`src/rtl/mc_ctrl_pkg.sv`:
```
// rtl/mc_ctrl_pkg.sv - shared types and constants for the multicycle MIPS controller
package mc_ctrl_pkg;

    typedef enum logic [3:0] {
        S_FETCH,
        S_DECODE,
        S_MEMADR,
        S_MEMRD,
        S_MEMWB,
        S_MEMWR,
        S_EXECUTE,
        S_ALUWB,
        S_BRANCH,
        S_ADDIEXEC,
        S_ADDIWB,
        S_JUMP
    } state_t;

    typedef enum logic [1:0] {
        ALUOP_ADD,
        ALUOP_SUB,
        ALUOP_FUNCT,
        ALUOP_OR
    } aluop_t;

    localparam logic [5:0] OP_RTYPE = 6'b000000;
    localparam logic [5:0] OP_LW    = 6'b100011;
    localparam logic [5:0] OP_SW    = 6'b101011;
    localparam logic [5:0] OP_BEQ   = 6'b000100;
    localparam logic [5:0] OP_BNE   = 6'b000101;
    localparam logic [5:0] OP_ADDI  = 6'b001000;
    localparam logic [5:0] OP_ORI   = 6'b001101;
    localparam logic [5:0] OP_J     = 6'b000010;

    localparam logic [5:0] FN_ADD = 6'b100000;
    localparam logic [5:0] FN_SUB = 6'b100010;
    localparam logic [5:0] FN_AND = 6'b100100;
    localparam logic [5:0] FN_OR  = 6'b100101;
    localparam logic [5:0] FN_SLT = 6'b101010;

    localparam logic [3:0] ALUC_AND = 4'b0000;
    localparam logic [3:0] ALUC_OR  = 4'b0001;
    localparam logic [3:0] ALUC_ADD = 4'b0010;
    localparam logic [3:0] ALUC_SUB = 4'b0110;
    localparam logic [3:0] ALUC_SLT = 4'b0111;

endpackage

```
`src/rtl/mc_aludec.sv`:
```
// rtl/mc_aludec.sv - combinational ALU decoder: aluop + funct to alucontrol
module mc_aludec
    import mc_ctrl_pkg::*;
(
    input  aluop_t      aluop,
    input  logic [5:0]  funct,
    output logic [3:0]  alucontrol,
    output logic        illegal_funct
);

    // Unknown R-type functs fall back to ADD so writeback stays well defined
    always_comb begin
        alucontrol    = ALUC_ADD;
        illegal_funct = 1'b0;
        case (aluop)
            ALUOP_ADD: alucontrol = ALUC_ADD;
            ALUOP_SUB: alucontrol = ALUC_SUB;
            ALUOP_OR:  alucontrol = ALUC_OR;
            default: begin
                case (funct)
                    FN_ADD:  alucontrol = ALUC_ADD;
                    FN_SUB:  alucontrol = ALUC_SUB;
                    FN_AND:  alucontrol = ALUC_AND;
                    FN_OR:   alucontrol = ALUC_OR;
                    FN_SLT:  alucontrol = ALUC_SLT;
                    default: begin
                        alucontrol    = ALUC_ADD;
                        illegal_funct = 1'b1;
                    end
                endcase
            end
        endcase
    end

endmodule

```
`src/rtl/mc_controller.sv`:
```
// rtl/mc_controller.sv - multicycle MIPS control FSM with memory watchdog (option: MC_CTRL_BNE_EN adds bne/ori)
module mc_controller
    import mc_ctrl_pkg::*;
#(
    parameter int MEM_TIMEOUT = 16,
    parameter int ALUCTRL_W   = 4
) (
    input  logic                 clk,
    input  logic                 reset,
    input  logic [5:0]           op,
    input  logic [5:0]           funct,
    input  logic                 zero,
    input  logic                 mem_ready,
    output logic                 mem_req,
    output logic                 memwrite,
    output logic                 iord,
    output logic                 irwrite,
    output logic                 pcen,
    output logic                 regwrite,
    output logic                 memtoreg,
    output logic                 regdst,
    output logic                 alusrca,
    output logic [1:0]           alusrcb,
    output logic [1:0]           pcsrc,
    output logic [ALUCTRL_W-1:0] alucontrol,
    output logic                 illegal_op,
    output logic                 mem_err
);

    localparam int WD_W = (MEM_TIMEOUT > 0) ? $clog2(MEM_TIMEOUT + 1) : 1;

    state_t          state;
    state_t          state_nx;
    logic [WD_W-1:0] wd_cnt;
    logic            is_sw;
    logic            in_mem;
    logic            wd_expire;
    logic            op_legal;
    aluop_t          aluop;
    logic [3:0]      alu_raw;
    logic            illegal_funct;
`ifdef MC_CTRL_BNE_EN
    logic            alt_op;
`endif

    assign in_mem    = (state == S_FETCH) || (state == S_MEMRD) || (state == S_MEMWR);
    // mem_ready in the expiry cycle wins over the timeout
    assign wd_expire = (MEM_TIMEOUT != 0) && in_mem && !mem_ready
                       && (wd_cnt == WD_W'(MEM_TIMEOUT));

    // Opcodes this build understands; anything else is reported in DECODE
    always_comb begin
        op_legal = 1'b0;
        case (op)
            OP_LW, OP_SW, OP_RTYPE, OP_BEQ, OP_ADDI, OP_J: op_legal = 1'b1;
`ifdef MC_CTRL_BNE_EN
            OP_BNE, OP_ORI: op_legal = 1'b1;
`endif
            default: op_legal = 1'b0;
        endcase
    end

    // Next-state selection; memory states hold until ready or watchdog expiry
    always_comb begin
        state_nx = state;
        case (state)
            S_FETCH: begin
                if (mem_ready)      state_nx = S_DECODE;
                else if (wd_expire) state_nx = S_FETCH;
            end
            S_DECODE: begin
                case (op)
                    OP_LW, OP_SW: state_nx = S_MEMADR;
                    OP_RTYPE:     state_nx = S_EXECUTE;
                    OP_BEQ:       state_nx = S_BRANCH;
                    OP_ADDI:      state_nx = S_ADDIEXEC;
                    OP_J:         state_nx = S_JUMP;
`ifdef MC_CTRL_BNE_EN
                    OP_BNE:       state_nx = S_BRANCH;
                    OP_ORI:       state_nx = S_ADDIEXEC;
`endif
                    default:      state_nx = S_FETCH;
                endcase
            end
            S_MEMADR:   state_nx = is_sw ? S_MEMWR : S_MEMRD;
            S_MEMRD: begin
                if (mem_ready)      state_nx = S_MEMWB;
                else if (wd_expire) state_nx = S_FETCH;
            end
            S_MEMWR: begin
                if (mem_ready || wd_expire) state_nx = S_FETCH;
            end
            S_EXECUTE:  state_nx = S_ALUWB;
            S_ADDIEXEC: state_nx = S_ADDIWB;
            default:    state_nx = S_FETCH;
        endcase
    end

    // State register, watchdog counter and opcode flags latched in DECODE
    always_ff @(posedge clk or posedge reset) begin
        if (reset) begin
            state  <= S_FETCH;
            wd_cnt <= '0;
            is_sw  <= 1'b0;
`ifdef MC_CTRL_BNE_EN
            alt_op <= 1'b0;
`endif
        end else begin
            state <= state_nx;
            if ((state_nx != state) || wd_expire)
                wd_cnt <= '0;
            else if (in_mem && !mem_ready)
                wd_cnt <= wd_cnt + WD_W'(1);
            if (state == S_DECODE) begin
                is_sw  <= (op == OP_SW);
`ifdef MC_CTRL_BNE_EN
                alt_op <= (op == OP_BNE) || (op == OP_ORI);
`endif
            end
        end
    end

    // Moore output decode; reset masks every enable and pulse
    always_comb begin
        mem_req    = 1'b0;
        memwrite   = 1'b0;
        iord       = 1'b0;
        irwrite    = 1'b0;
        pcen       = 1'b0;
        regwrite   = 1'b0;
        memtoreg   = 1'b0;
        regdst     = 1'b0;
        alusrca    = 1'b0;
        alusrcb    = 2'b00;
        pcsrc      = 2'b00;
        aluop      = ALUOP_ADD;
        illegal_op = 1'b0;
        case (state)
            S_FETCH: begin
                mem_req = 1'b1;
                alusrcb = 2'b01;
                irwrite = mem_ready;
                pcen    = mem_ready;
            end
            S_DECODE: begin
                alusrcb    = 2'b11;
                illegal_op = !op_legal;
            end
            S_MEMADR: begin
                alusrca = 1'b1;
                alusrcb = 2'b10;
            end
            S_MEMRD: begin
                mem_req = 1'b1;
                iord    = 1'b1;
            end
            S_MEMWB: begin
                regwrite = 1'b1;
                memtoreg = 1'b1;
            end
            S_MEMWR: begin
                mem_req  = 1'b1;
                memwrite = 1'b1;
                iord     = 1'b1;
            end
            S_EXECUTE: begin
                alusrca    = 1'b1;
                aluop      = ALUOP_FUNCT;
                illegal_op = illegal_funct;
            end
            S_ALUWB: begin
                regwrite = 1'b1;
                regdst   = 1'b1;
            end
            S_BRANCH: begin
                alusrca = 1'b1;
                aluop   = ALUOP_SUB;
                pcsrc   = 2'b01;
`ifdef MC_CTRL_BNE_EN
                pcen    = alt_op ? !zero : zero;
`else
                pcen    = zero;
`endif
            end
            S_ADDIEXEC: begin
                alusrca = 1'b1;
                alusrcb = 2'b10;
`ifdef MC_CTRL_BNE_EN
                aluop   = alt_op ? ALUOP_OR : ALUOP_ADD;
`endif
            end
            S_ADDIWB: regwrite = 1'b1;
            S_JUMP: begin
                pcsrc = 2'b10;
                pcen  = 1'b1;
            end
            default: ;
        endcase
        mem_err = wd_expire;
        if (reset) begin
            mem_req    = 1'b0;
            memwrite   = 1'b0;
            irwrite    = 1'b0;
            pcen       = 1'b0;
            regwrite   = 1'b0;
            illegal_op = 1'b0;
            mem_err    = 1'b0;
        end
    end

    mc_aludec u_aludec (
        .aluop         (aluop),
        .funct         (funct),
        .alucontrol    (alu_raw),
        .illegal_funct (illegal_funct)
    );

    assign alucontrol = ALUCTRL_W'(alu_raw);

endmodule

```
`config.mk`:
```
export PLATFORM = sky130hd
export DESIGN_NAME = mc_controller
export DESIGN_NICKNAME = d
export VERILOG_FILES = /design/src/rtl/mc_ctrl_pkg.sv /design/src/rtl/mc_aludec.sv /design/src/rtl/mc_controller.sv
export SDC_FILE = /design/constraint.sdc
export NUM_CORES = 1
export LEC_CHECK = 0
export BUFFER_PORTS_ARGS = -buffer_cell sky130_fd_sc_hd__buf_2
export CAP_MARGIN = 15
export CORE_UTILIZATION = 45
export CTS_BUF_LIST = sky130_fd_sc_hd__clkbuf_16
export DETAILED_ROUTE_END_ITERATION = 7
export HOLD_SLACK_MARGIN = 0.05
export PLACE_DENSITY = 0.87
export SYNTH_ARGS = -nofsm -noshare
export SYNTH_HDL_FRONTEND = slang
export SYNTH_SLANG_ARGS = --single-unit
```
`constraint.sdc`:
```
create_clock -name clk -period 1.9 [get_ports clk]
set_input_delay 0.19 -clock clk [delete_from_list [all_inputs] [get_ports clk]]
set_output_delay 0.19 -clock clk [all_outputs]
set_load 0.05 [all_outputs]
```
==> reports/results.ini, run 1 <==
[outcome]
status = finished, violations left
failed_checks = negative setup slack

[clocking]
h-tree-depth = 1
path_clk_slew_ns = 0.04
clockRootBuffer = clkbuf_16
cts_tree = yes
cts_buffer_depth = 2
hold_buffers = 0
insertion_delay_ns = 0.24
numCtsBuffers = 3
clkSinkCount = 10

[floorplanning]
die_w_um = 51.4
die_height_um = 51.4
initial_core_util_pct = 48.7
rows = 17
core-area_mm2 = 0.00225
dieArea_mm2 = 0.00264
boundaryPins = 35

[worst_setup_path]
cp-end-kind = output port
required_ns = 1.71
start_kind = flip-flop
reg2reg_to = wd_cnt[1]
rrSetupSlack_ns = 0.04
path_max_fanout = 4
crit_type = flip-flop to output port
rr_worst_depth = 8
arrival_ns = 1.72
r2r-start = wd_cnt[1]

[detailed_routing]
vias_per_cell = 5.98
wl_per_cell_um = 15.7
drc = 0
drt_iter0_drc = 42
routed_wl_um = 3390
drtAntennaViolNets = 0
detailroute.via_count = 1291
dr.pass1.iters = 4

[cells_and_area]
fin_area_mm2 = 0.00164
finalCoreUtilization_pct = 72.5
diodes = 0
layout.nets = 207
syn2layout_area_growth_pct = 49.0
fin_cells = 216
drive_gt1_share_pct = 46.3
final_common_cell = buf_2
layout_common_cells = 27 x buf_2, 16 x nor2_1, 16 x buf_4, 10 x nor3_2, 10 x dfrtp_1

[yosys]
avgSynthCellArea_um2 = 7.67
synth_top_family_by_area = simple AND/OR/NAND/NOR gates
synth_xor_area_share_pct = 6.39
yosysWarnings = 0
muxShareOfSynthArea_pct = 1.94
synthesis.nets = 161
ys_async_sr_fraction_pct = 100
ys_seq_area_share_pct = 22.8
synth_flop_cell = dfrtp_1
syn_inst = 143
netlist_area_mm2 = 0.00110
synth_cell_type_count = 53
synth_compound_area_share_pct = 22.5
synth-edff-count = 0
yosys.area_share.simple_pct = 35.9
ys_ff_latch = 10
synth_adder_area_share_pct = 2.28

[placement]
dpl_cell_area_mm2 = 0.00139
portBuffers = 33
place_hpwl_um = 2400
placed_cells = 206
gp_congestion = 0.869

[sta]
slew_violations = 0
finalHoldViolCount = 0
rsz0062_at_grt = true
setup-violations-final = 1
layout_setup_ws_ns = -0.0147
fin_crit_ns = 1.91
period_share_pct = 101
fin_skew_ns = 0.000729
max_freq_ghz = 0.522

[power]
p_leak_nw = 0.708
ir_drop_mv = 1.02
power_density_mw_per_mm2 = 1260

[global_routing]
grt_max_degree = 18
grt_overflow = 0
grt_pass1_vias = 1170
grt_pass1_wl_um = 5460
antenna_found_initial = 0
grtUsageTotal_pct = 27.5

[min_path]
min_path_type = primary input to async pin

[flow_run]
maxCapViolations = 0

-- state kept, by name, indices dropped and copies added (netlist names) --
name    count
wd_cnt      5
state       4
is_sw       1
-- worst max-delay path: stages, from the launching register on --
cell	delay, ns
dfrtp_1	0.37
or4b_4	0.58
a21oi_2	0.12
nand3_1	0.09
a21oi_2	0.15
buf_6	0.17
-- where the power goes --
part	switching, mW	internal, mW	total (mW)	leakage, nW
Sequential	0.0242	0.248	0.272	0.137
Clock	0.102	0.276	0.378	0.0385
Combinational	0.887	0.525	1.41	0.533
Total	1.01	1.05	2.06	0.708
-- layer usage --
layer	wire length (um)	global-route usage [%]	vias up	part of all wire [%]
met5	0	0	-	0
met4	34	5.86	0	1.0
met3	221	5.06	6	6.5
met2	1760	48.3	63	52
met1	1380	34.5	611	41
li1	-	-	611	-
-- worst max path at each step --
stage               startpoint          to  slack (ns)  cells past startpoint
floorplan             state[0]     mem_err       -0.19                      5
global placement     wd_cnt[0]   wd_cnt[0]        0.05                      7
detailed placement   wd_cnt[0]   wd_cnt[4]        -0.1                      7
CTS                   state[3]  illegal_op       -0.01                      5
global route          state[2]  illegal_op       -0.08                      5
finish                state[2]  illegal_op       -0.01                      5
-- through the flow --
stage | setup slack [ns] | hold WS [ns] | total power [mW] | TNS (ns)
final | -0.0147 | 0.0582 | 2.06 | -0.0147
after global routing | -0.0804 | 0.0837 | 2.18 | -0.324
after CTS | -0.0122 | 0.0590 | 1.99 | -0.0190
after detailed placement | -0.0982 | 0.306 | 1.48 | -0.362
after global placement | 0.0515 | 0.292 | 1.45 | 0
after floorplan | -0.193 | 0.0355 | 1.18 | -0.924
-- Yosys cell counts (all sizes together), types with 2 or more instances --
cell | count | share of area (%)
a21oi | 6 | 2.7
a32o | 2 | 1.9
a32oi | 2 | 1.6
and3 | 2 | 1.1
and4 | 2 | 1.6
buf | 5 | 3.1
clkbuf | 4 | 1.4
dfrtp | 10 | 23
ha | 2 | 2.3
inv | 10 | 3.4
nand2 | 5 | 1.7
nand2b | 4 | 2.3
nand3 | 6 | 2.7
nor2 | 17 | 5.8
nor2b | 3 | 1.7
nor3 | 16 | 7.8
o211ai | 3 | 2.1
o21ai | 7 | 3.2
o31ai | 2 | 1.4
or2 | 2 | 1.1
or4b | 2 | 2.2
xnor2 | 6 | 4.8
xor2 | 2 | 1.6
-- cells by family (layout without fill, tap and decap cells) --
kind of cell,count (synthesis),in the layout
AOI/OAI and AO/OA,32,32
xor gates and xnor gates,8,8
adders and majority gates,2,2
buffers and inverters,19,64
DFF,10,10
muxes,2,2
other,1,1
and+or+nand+nor,69,69
-- cell type report --
class,instances,area [um^2]
Multi-Input combinational cell,114,902
Fill cell,165,619
Timing Repair Buffer,50,332
Sequential cell,10,250
Clock buffer,3,75.1
Inverter,10,37.5
Tap cell,28,35.0
Clock inverter,1,3.75
-- timing repair --
action / in CTS / in global routing
pin swaps: 11 / 6
endpoints found under the setup margin: 10 / 11
buffers inserted: 4 / 2
gates resized for setup: 20 / 12
Power figures use the tool's default switching activity.
==> inputs of run 2 (changes only) <==
--- a/config.mk
+++ b/config.mk
@@ -7,11 +7,12 @@
 export LEC_CHECK = 0
 export BUFFER_PORTS_ARGS = -buffer_cell sky130_fd_sc_hd__buf_2
 export CAP_MARGIN = 15
-export CORE_UTILIZATION = 45
+export CORE_UTILIZATION = 46
 export CTS_BUF_LIST = sky130_fd_sc_hd__clkbuf_16
 export DETAILED_ROUTE_END_ITERATION = 7
 export HOLD_SLACK_MARGIN = 0.05
-export PLACE_DENSITY = 0.87
+export PLACE_DENSITY = 0.88
+export SLEW_MARGIN = 15
 export SYNTH_ARGS = -nofsm -noshare
 export SYNTH_HDL_FRONTEND = slang
 export SYNTH_SLANG_ARGS = --single-unit
==> reports/results.ini, run 2 (synthesized netlist as in run 1, its figures left out) <==
[outcome]
status = finished, violations left
failed_checks = negative setup slack

[power]
p_leak_nw = 0.711  ; +0.35%
finalPower_mw = 2.05  ; -0.37%
power_density_mw_per_mm2 = 1270  ; +0.48%
ir_drop_mv = 1.13  ; +11%

[global_routing]
grt_pass1_wl_um = 4950  ; -9.3%
grt_max_degree = 18  ; unchanged
antenna_found_initial = 0  ; unchanged
grt_overflow = 0  ; unchanged
grt_pass1_vias = 1129  ; -3.5%
grtUsageTotal_pct = 25.2  ; -2.2 points

[sta]
setup-violations-final = 1  ; unchanged
totalNegativeSetupSlack_ns = -0.0903  ; -0.0756 ns
fin_crit_ns = 1.99  ; +0.0756 ns
max_freq_ghz = 0.502  ; -3.8%
fin_skew_ns = 0.00221  ; +0.00148 ns
slew_violations = 0  ; unchanged
layout_setup_ws_ns = -0.0903  ; -0.0756 ns
rsz0062_at_grt = true
hold_slack_ns = 0.301  ; +0.243 ns
finalHoldViolCount = 0  ; unchanged
period_share_pct = 105  ; +4.0 points

[cells_and_area]
final_common_cell = buf_2
largest_register = wd_cnt
reg.largest.list = wd_cnt x5, state x4, is_sw x1
finalCoreUtilization_pct = 72.6  ; +0.074 points
diodes = 0  ; unchanged
drive_gt1_share_pct = 45.5  ; -0.77 points
layout_common_cells = 29 x buf_2, 17 x buf_4, 16 x nor2_1, 10 x nor3_2, 10 x dfrtp_1
layout.nets = 208  ; +0.48%
syn2layout_area_growth_pct = 47.8
largest_reg_flops = 5  ; unchanged

[worst_setup_path]
rrSetupSlack_ns = 0.01  ; -0.03 ns
path_max_fanout = 4  ; unchanged
cp-end-kind = output port
crit_chain = or4b_4, a21oi_2, nand3_2, a21oi_2, buf_6
cp_common_cell = a21oi_2
slowest_stage = or4b_4
required_ns = 1.71  ; about the same
reg2reg_to = wd_cnt[0]
start_kind = flip-flop
slowest_delay_ns = 0.58  ; about the same
crit_type = flip-flop to output port
arrival_ns = 1.80  ; +0.08 ns
rr_worst_depth = 7  ; -1
r2r-start = wd_cnt[0]

[detailed_routing]
dr.pass1.iters = 4  ; unchanged
vias_per_cell = 5.96  ; -0.31%
routed_wl_um = 3300  ; -2.9%
drtAntennaViolNets = 0  ; unchanged
detailroute.via_count = 1293  ; +0.15%
wl_per_cell_um = 15.2  ; -3.3%
drt_iter0_drc = 37  ; -12%
drc = 0  ; unchanged

[clocking]
path_clk_slew_ns = 0.04  ; about the same
cts_tree = yes
h-tree-depth = 1  ; unchanged
clkSinkCount = 10  ; unchanged
cts_buffer_depth = 2  ; unchanged
clockRootBuffer = clkbuf_16
insertion_delay_ns = 0.24  ; about the same
numCtsBuffers = 3  ; unchanged

[floorplanning]
rows = 17  ; unchanged
core-area_mm2 = 0.00223  ; -0.94%
die_height_um = 50.8  ; -1.1%
initial_core_util_pct = 49.1  ; +0.46 points
boundaryPins = 35  ; unchanged
dieArea_mm2 = 0.00258  ; -2.1%
die_w_um = 50.8  ; -1.1%

[placement]
portBuffers = 33  ; unchanged
gp_congestion = 0.938  ; +7.9%
place_hpwl_um = 2380  ; -1.1%

[min_path]
min_to = is_sw
min_from = op[3]
min_path_type = primary input to flip-flop
hold_depth = 2

[flow_run]
maxCapViolations = 0  ; unchanged

run 2: report_power, final:
part           internal [mW]  leakage, nW  switching, mW
sequential             0.248        0.137         0.0335
clock                  0.276       0.0385         0.0953
combinational          0.531        0.535          0.871
run 2: cell type report:
type / instances / area (um^2)
Clock buffer: 3 / 75.1
Clock inverter: 1 / 3.75
Fill cell: 155 / 612
Inverter: 10 / 37.5
Multi-Input combinational cell: 114 / 891
Sequential cell: 10 / 250
Tap cell: 28 / 35.0
Timing Repair Buffer: 51 / 329
run 2: how the worst max path moves through the flow:
stage                   start          to  slack [ns]  depth (start not counted)
finish               state[3]  illegal_op       -0.09                          5
global placement    wd_cnt[0]   wd_cnt[1]        0.04                          7
floorplan            state[0]     mem_err       -0.19                          5
detailed placement  wd_cnt[0]   wd_cnt[4]       -0.10                          7
CTS                  state[2]  illegal_op       -0.05                          5
global route         state[3]  illegal_op       -0.14                          5
run 2: metal layers:
layer  global-route usage (%)  vias to the layer above  routed length, um
li1                         -                      610                  -
met1                     30.1                      613               1260
met2                     44.7                       64               1740
met3                     6.85                        6                264
met4                     6.02                        0                 24
met5                        0                        -                  0
run 2: through the flow:
stage	instance area (um^2)	setup WS (ns)	std cells
floorplan	1140	-0.193	143
global placement	1400	0.0372	207
detailed placement	1400	-0.103	207
CTS	1560	-0.0496	215
global route	1620	-0.140	217
finish	1620	-0.0903	217
run 2: worst max-delay path, delay by kind of cell (launching register included):
| kind | cells | cell delay, ns |
|---|---|---|
| and+or+nand+nor | 2 | 0.69 |
| DFF | 1 | 0.38 |
| AOI/OAI and AO/OA | 2 | 0.33 |
| buffers and inverters | 1 | 0.17 |
run 2: what timing repair did:
action	in CTS	in global routing
setup buffers	3	2
hold endpoints to repair	10	0
setup endpoints to repair	9	12
pin swaps	11	5
gates resized for setup	14	10
hold buffers	1	0
==> inputs of run 3 (changes only) <==
--- a/config.mk
+++ b/config.mk
@@ -7,11 +7,14 @@
 export LEC_CHECK = 0
 export BUFFER_PORTS_ARGS = -buffer_cell sky130_fd_sc_hd__buf_2
 export CAP_MARGIN = 15
-export CORE_UTILIZATION = 46
+export CELL_PAD_IN_SITES_DETAIL_PLACEMENT = 0
+export CELL_PAD_IN_SITES_GLOBAL_PLACEMENT = 1
+export CORE_UTILIZATION = 32
 export CTS_BUF_LIST = sky130_fd_sc_hd__clkbuf_16
 export DETAILED_ROUTE_END_ITERATION = 7
 export HOLD_SLACK_MARGIN = 0.05
-export PLACE_DENSITY = 0.88
+export PLACE_DENSITY = 0.87
+export SKIP_LAST_GASP = 1
 export SLEW_MARGIN = 15
 export SYNTH_ARGS = -nofsm -noshare
 export SYNTH_HDL_FRONTEND = slang
==> reports/results.ini, run 3 (synthesized netlist as in run 1, its figures left out) <==
[outcome]
status = finished, violations left
failed_checks = negative setup slack

[floorplanning]
initial_core_util_pct = 34.8  ; -14 points
rows = 20  ; +3
die_w_um = 60.6  ; +19%
die_height_um = 60.6  ; +19%
dieArea_mm2 = 0.00367  ; +42%
core-area_mm2 = 0.00315  ; +41%
boundaryPins = 35  ; unchanged

[sta]
setup-violations-final = 1  ; unchanged
slew_violations = 0  ; unchanged
rsz0062_at_grt = true
fin_skew_ns = 0.00310  ; +0.000895 ns
period_share_pct = 102  ; -3.1 points
fin_crit_ns = 1.93  ; -0.0587 ns
finalHoldViolCount = 0  ; unchanged
max_freq_ghz = 0.518  ; +3.0%
layout_setup_ws_ns = -0.0316  ; +0.0587 ns

[worst_setup_path]
slowest_stage = or4b_4
path_max_fanout = 4  ; unchanged
worst-path-buf-inv = 1  ; unchanged
cp_common_cell = a21oi_2
required_ns = 1.71  ; about the same
arrival_ns = 1.74  ; -0.06 ns
crit_cells = 5  ; unchanged
cp-end-kind = output port
cpLargestDelayFamily = simple AND/OR/NAND/NOR gates
crit_start = state[2]
crit_chain = or4b_4, a21oi_2, nand3_2, a21oi_2, buf_6
rr_worst_depth = 7  ; unchanged
setup.worst_path.end = illegal_op
reg2reg_to = wd_cnt[4]
crit_type = flip-flop to output port
rrSetupSlack_ns = 0.04  ; +0.03 ns
start_kind = flip-flop
r2r-start = wd_cnt[1]
slowest_delay_ns = 0.58  ; about the same

[power]
p_leak_nw = 0.724  ; +1.9%
power_density_mw_per_mm2 = 1220  ; -3.8%
clock_power_share_pct = 17.9  ; about the same
power.net_switching_mw = 0.982  ; -1.8%
finalPower_mw = 2.03  ; -1.3%
ir_drop_mv = 0.487  ; -57%
p_seq_share_pct = 13.3  ; -0.4 points
p_sw_share_pct = 48.4  ; -0.25 points
p_int_mw = 1.05  ; -0.82%
pwr-share-comb_pct = 68.8  ; +0.5 points

[global_routing]
grt_overflow = 0  ; unchanged
grt_max_degree = 15  ; -3
grtUsageTotal_pct = 18.0  ; -7.2 points
grt_pass1_wl_um = 5020  ; +1.4%
antenna_found_initial = 0  ; unchanged
grt_pass1_vias = 1140  ; +0.97%

[detailed_routing]
drtAntennaViolNets = 0  ; unchanged
drt_iter0_drc = 47  ; +27%
vias_per_cell = 5.39  ; -9.5%
detailroute.via_count = 1262  ; -2.4%
drc = 0  ; unchanged
dr.pass1.iters = 4  ; unchanged
wl_per_cell_um = 14.2  ; -6.4%
routed_wl_um = 3330  ; +0.94%

[placement]
placed_cells = 224  ; +8.2%
gp_congestion = 0.840  ; -10%
pre_cts_ws_ns = -0.0535  ; +0.0495 ns
portBuffers = 33  ; unchanged
place_hpwl_um = 2410  ; +1.4%
dpl_cell_area_mm2 = 0.00142  ; +2.0%

[min_path]
hold_depth = 2  ; unchanged
min_path_type = primary input to flip-flop
min_from = op[3]

[cells_and_area]
final_common_cell = buf_2
reg.largest.list = wd_cnt x5, state x4, is_sw x1
finalCoreUtilization_pct = 52.8  ; -20 points
largest_register = wd_cnt
fin_area_mm2 = 0.00166  ; +2.6%
layout_common_cells = 27 x buf_2, 19 x buf_4, 16 x nor2_1, 10 x dfrtp_1, 9 x nor3_2
drive_gt1_share_pct = 45.8  ; +0.29 points
layout.nets = 210  ; +0.96%
diodes = 0  ; unchanged
largest_reg_flops = 5  ; unchanged
syn2layout_area_growth_pct = 51.7
fin_cells = 234  ; +7.8%

[clocking]
path_clk_slew_ns = 0.04  ; about the same
clockRootBuffer = clkbuf_16
clkSinkCount = 10  ; unchanged
insertion_delay_ns = 0.23  ; about the same
cts_tree = yes
h-tree-depth = 1  ; unchanged
numCtsBuffers = 3  ; unchanged
cts_buffer_depth = 2  ; unchanged

[flow_run]
maxCapViolations = 0  ; unchanged

run 3: power groups by stage:
| stage | Clock, mW | Combinational [mW] | Sequential (mW) |
|---|---|---|---|
| final | 0.363 | 1.39 | 0.270 |
| after global routing | 0.385 | 1.48 | 0.275 |
| after CTS | 0.368 | 1.30 | 0.268 |
| after detailed placement | 0 | 1.23 | 0.273 |
| after global placement | 0 | 1.21 | 0.268 |
| after floorplan | 0 | 0.902 | 0.274 |
run 3: worst min path at each step:
stage | to | slack [ns]
6_report | is_sw | 0.29
5_1_grt | is_sw | 0.32
4_1_cts | is_sw | 0.29
3_5_place_dp | is_sw | 0.28
3_3_place_gp | wd_cnt[4] | 0.28
2_1_floorplan | is_sw | 0.04
run 3: cell type report:
class / instances / area, um^2
sequential: 10 / 250
fill: 314 / 1490
clock buffer: 3 / 75.1
tap: 44 / 55.1
timing repair buffer: 53 / 360
inverter: 10 / 37.5
multi-input combinational: 114 / 886
run 3: routing by layer:
layer | vias up | track usage (%) | wire length, um
li1 | 617 | - | -
met4 | 0 | 3.25 | 10
met2 | 39 | 34.4 | 1810
met3 | 2 | 4.90 | 159
met5 | - | 0 | 0
met1 | 604 | 20.0 | 1350
run 3: metrics by stage:
stage / hold WS, ns / setup TNS, ns
after global placement: 0.283 / 0
after global routing: 0.318 / -0.183
after floorplan: 0.0355 / -0.924
final: 0.292 / -0.0316
after detailed placement: 0.284 / -0.240
after CTS: 0.287 / -0.0475
run 3: what timing repair did:
action / in CTS / in global routing
buffers inserted: 3 / 4
gates resized for setup: 10 / 22
endpoints found under the setup margin: 8 / 13
pin swaps: 8 / 7
hold endpoints to repair: 10 / 0
hold buffers: 1 / 0
